$ cat src/rtl/spi_slave.sv
// spi_slave: SPI frame deserialiser for the command RAM with MISO read-back.
// Optional SPI_CMD_CHECK_EN drops frames whose command bits do not match the decoded state.
module spi_slave #(
  parameter int DATA_W = 10,
  parameter int TX_W   = 8
) (
  input  logic              clk,
  input  logic              rst,
  input  logic              SS_n,
  input  logic              MOSI,
  output logic              MISO,
  output logic [DATA_W-1:0] rx_data,
  output logic              rx_valid,
  input  logic [TX_W-1:0]   tx_data,
  input  logic              tx_valid
);
  typedef enum logic [2:0] {IDLE, CHK_CMD, WRITE, READ_ADD, READ_DATA} state_t;
  state_t            r_state, w_next;
  logic              r_flag, r_wait;
  logic [3:0]        r_cnt, r_tx_cnt;
  logic [DATA_W-2:0] r_sh;
  logic [TX_W-1:0]   r_tx_sh;
  logic              w_rx, w_last, w_ok;
  logic [DATA_W-1:0] w_word;
  always_comb begin
    w_rx   = r_state inside {WRITE, READ_ADD, READ_DATA};
    w_last = w_rx && !SS_n && r_cnt == 4'(DATA_W-2);
    w_word = {r_sh, MOSI};
`ifdef SPI_CMD_CHECK_EN
    w_ok = r_state == WRITE    ? !w_word[DATA_W-1] :
           r_state == READ_ADD ? w_word[DATA_W-1 -: 2] == 2'b10 :
                                 w_word[DATA_W-1 -: 2] == 2'b11;
`else
    w_ok = 1'b1;
`endif
    w_next = (r_state != IDLE && SS_n)   ? IDLE :
             (r_state == IDLE && !SS_n)  ? CHK_CMD :
             (r_state == CHK_CMD)        ? (MOSI ? (r_flag ? READ_DATA : READ_ADD) : WRITE) :
                                           r_state;
  end
  always_ff @(posedge clk) begin
    if (rst) r_state <= IDLE;
    else     r_state <= w_next;
  end
  always_ff @(posedge clk) begin
    if (rst) begin
      r_flag   <= 1'b0;
      r_wait   <= 1'b0;
      r_cnt    <= '0;
      r_tx_cnt <= '0;
      r_sh     <= '0;
      r_tx_sh  <= '0;
      MISO     <= 1'b0;
      rx_data  <= '0;
      rx_valid <= 1'b0;
    end else begin
      rx_valid <= 1'b0;
      if (w_next == IDLE) begin
        r_wait   <= 1'b0;
        r_cnt    <= '0;
        r_tx_cnt <= '0;
        r_sh     <= '0;
        r_tx_sh  <= '0;
        MISO     <= 1'b0;
      end else begin
        if (r_state == CHK_CMD || (w_rx && r_cnt < 4'(DATA_W-1))) r_sh <= {r_sh[DATA_W-3:0], MOSI};
        if (w_rx && r_cnt < 4'(DATA_W-1)) r_cnt <= r_cnt + 4'd1;
        if (w_last && w_ok) begin
          rx_data  <= w_word;
          rx_valid <= 1'b1;
          r_flag   <= r_state == READ_ADD ? 1'b1 : r_state == READ_DATA ? 1'b0 : r_flag;
          r_wait   <= r_state == READ_DATA;
        end
        // r_wait only arms after an accepted read-data frame, so tx_valid is ignored elsewhere
        if (r_wait && tx_valid) begin
          r_tx_sh  <= tx_data;
          r_tx_cnt <= 4'(TX_W);
          r_wait   <= 1'b0;
          MISO     <= 1'b0;
        end else if (r_tx_cnt != 4'd0) begin
          MISO     <= r_tx_sh[TX_W-1];
          r_tx_sh  <= {r_tx_sh[TX_W-2:0], 1'b0};
          r_tx_cnt <= r_tx_cnt - 4'd1;
        end else begin
          MISO     <= 1'b0;
        end
      end
    end
  end
endmodule

$ cat config.mk
export PLATFORM = sky130hd
export DESIGN_NAME = spi_slave
export DESIGN_NICKNAME = d
export VERILOG_FILES = /design/src/rtl/spi_slave.sv
export SDC_FILE = /design/constraint.sdc
export NUM_CORES = 1
export LEC_CHECK = 0
export CAP_MARGIN = 25
export CORE_UTILIZATION = 40
export CTS_BUF_LIST = sky130_fd_sc_hd__clkbuf_16
export DETAILED_ROUTE_END_ITERATION = 7
export GPL_ROUTABILITY_DRIVEN = 1
export GPL_TIMING_DRIVEN = 0
export PLACE_DENSITY = 0.6
export SETUP_SLACK_MARGIN = 0.4
export SYNTH_ARGS = -nofsm -noshare
export SYNTH_HDL_FRONTEND = slang
export SYNTH_SLANG_ARGS = --single-unit
$ cat constraint.sdc
create_clock -name clk -period 1.81 [get_ports clk]
set_input_delay 0.362 -clock clk [delete_from_list [all_inputs] [get_ports clk]]
set_output_delay 0.362 -clock clk [all_outputs]
set_load 0.05 [all_outputs]
==> flow_summary.toml <==
[outcome]
status = "complete, no violations"

[sta]
slew_violations = 0
tightest_slew_ns = 0.459
max_freq_mhz = 732
finalSetupViolations = 0
slew_headroom_pct = 69.4
finalCriticalPeriod_ns = 1.37
hold_violations = 0
skew_ns = 0.00620
timing.final.ws_setup_ns = 0.445
fin_crit_sh_pct = 75.4
rsz0062_at_grt = "yes"

[setup_path]
critPathCapture = "rx_data[0]"
cp-end-kind = "register"
r2r-end = "rx_data[0]"
critPathRequiredTime_ns = 1.96
r2r_start = "r_state[2]"
cp-startpoint = "r_state[2]"
worst-path-max-fanout = 5
r2r_cells = 6
worstPathArrival_ns = 1.51
cp-start-kind = "register"
r2r_slack_ns = 0.44
critical_path_class = "register to register"

[finish]
final_nets = 248
num_antenna_cells = 0
syn2layout_area_growth_pct = 39.2
final_common_cell = "dfxtp_1"
final_area_um2 = 2390
final_cell_mix = "dfxtp_1 (36), a21oi_1 (26), nor2_1 (20)"
num-fill-cells = 350
layout-drive-gt1-share_pct = 27.2

[floorplanning]
die_w_um = 67.5
dieArea_um2 = 4550
start_util_pct = 42.3
die_h_um = 67.5
core_area_um2 = 4060
floorplan.rows = 23
ios = 25

[flow_run]
max_cap_viol_count = 0

[route]
ant_nets = 0
drt_iter0_markers = 41
remaining_drc_errors = 0
wl_met3_um = 161
routedWlPerCell_um = 14.0
met2_length_mm = 1.97
wl_met1_mm = 1.80
vias = 1477
dr.max_layer_used = "met4"
drtPass1Iterations = 4
wl_mm = 3.95
vias_per_cell = 5.24

[power]
power.density_nw_per_um2 = 1060
p_total_mw = 2.52
power.leakage_nw = 0.960
vdd_drop_max_v = 0.000548

[global_routing]
grt_max_degree = 14
grt_antenna_before_repair = 0
grt_overflow_total = 0
grt_pass1_vias = 1410
grtUsageTotal_pct = 18.9
grt_pass1_wl_mm = 6.31

[synth]
synthTopCellsByArea = "dfxtp_1 (49%), mux2i_1 (9.9%), a21oi_1 (7.6%), nor2_1 (4.6%), nand3_1 (3.2%)"
avgSynthCellArea_um2 = 9.22
yosys.area.top_type = "dfxtp_1"
netlist_area_um2 = 1720
syn-num-nets = 203
synth_top_cell_area_share_pct = 49.0
synthDistinctLibCells = 30
synth_seq_cells = 42
postSynthCellCount = 186
ys_warn_count = 0
ys_seq_area_share_pct = 49.0

[clock_network]
cts.sinks = 42
htree_levels = 2
clock_path_buffers = 2
clk_latency_ns = 0.28
path_clk_slew_ns = 0.06
cts_root_buf = "clkbuf_16"
cts_tree = "done"
cts_buffers = 5

[place]
post-dp-hpwl_mm = 2.53
gp_congestion = 0.749
portBuffers = 24
dpl_worst_slack_ns = -0.239
placed_cell_area_um2 = 2040

[min_path]
hp-class = "register to register"
==> cells by family after synthesis <==
family / after synthesis / synth area share [%]
adder cells (fa/ha/maj): 4 / 2.92
XOR/XNOR: 3 / 1.53
buffers and inverters: 16 / 4.30
multiplexers: 17 / 9.92
flip-flops: 42 / 49.0
AO/OA/AOI/OAI: 51 / 16.6
AND/OR/NAND/NOR: 53 / 15.7
==> flip-flops by register name, summed over array words and instances (netlist names) <==
register and flops:
r_tx_cnt 4, rx_valid 1, rx_data 10, r_state 3
MISO 1, r_sh 9, r_flag 1, r_tx_sh 8
r_wait 1, r_cnt 4
==> synth_stat cells <==
library cell and count:
a21oi_1 26, a221o_1 1, a2bb2oi_1 1, a2bb2oi_2 1
a41oi_1 2, and2_0 1, and4bb_2 1, buf_2 1
buf_4 3, clkbuf_1 4, clkbuf_2 1, dfxtp_1 42
ha_1 4, inv_1 7, mux2i_1 17, nand2_1 6
nand2b_1 2, nand3_1 11, nand3b_1 1, nor2_1 21
nor2b_1 2, nor3_1 2, nor3b_1 1, nor3b_2 2
o21ai_0 11, o21ai_1 8, o2bb2ai_1 1, or2_2 1
or3_1 2, xnor2_1 3
==> cell type report <==
| cell class | count | area (um^2) | share of cell area, % |
|---|---|---|---|
| Clock inverter | 3 | 16.3 | 0.681 |
| Sequential cell | 42 | 853 | 35.7 |
| Multi-Input combinational cell | 128 | 867 | 36.3 |
| Clock buffer | 5 | 125 | 5.24 |
| Buffer | 9 | 67.6 | 2.83 |
| Timing Repair Buffer | 38 | 369 | 15.5 |
| Inverter | 7 | 26.3 | 1.10 |
| Tap cell | 50 | 62.6 | 2.62 |
==> metrics by stage <==
step                cells  utilization [%]  hold WS (ns)  setup TNS, ns
floorplan             186                -         0.434              0
global placement      260             50.2         0.451          -2.55
detailed placement    260             50.2         0.464          -3.02
CTS                   275             56.6         0.472              0
global route          282             58.8         0.500              0
finish                282             58.8         0.477              0
==> power by group <==
group	total (mW)	switching (mW)	internal, mW
Clock	0.844	0.341	0.503
Combinational	0.690	0.330	0.359
Sequential	0.990	0.0323	0.957
Total	2.52	0.704	1.82
==> repair_timing <==
item | 4_1_cts | 5_1_grt
hold buffers | 0 | 0
resized for setup | 54 | 21
gates cloned | 1 | 2
setup endpoints to repair | 46 | 33
pin swaps | 1 | 2
setup buffers | 6 | 5
==> layer usage <==
metal | up-vias | global-route usage, %
met5 | - | 0
met3 | 2 | 4.05
met1 | 700 | 22.9
met4 | 0 | 7.18
li1 | 740 | -
met2 | 35 | 32.4
==> worst max-delay path, cell delays in order (launching register included) <==
cell	delay (ns)
dfxtp_4	0.35
nor3b_4	0.16
buf_6	0.12
o21ai_4	0.20
buf_6	0.17
mux2i_1	0.18
nor2_1	0.05
==> worst min path at each step <==
stage | from | endpoint | cells past startpoint | slack, ns
2_1_floorplan | rst | r_flag | 1 | 0.43
3_3_place_gp | r_sh[8] | r_sh[8] | 2 | 0.45
3_5_place_dp | r_sh[8] | r_sh[8] | 2 | 0.46
4_1_cts | r_sh[8] | r_sh[8] | 2 | 0.47
5_1_grt | r_tx_sh[7] | MISO | 1 | 0.50
6_report | r_tx_sh[0] | r_tx_sh[0] | 2 | 0.48
(Power assumes the default switching activity.)
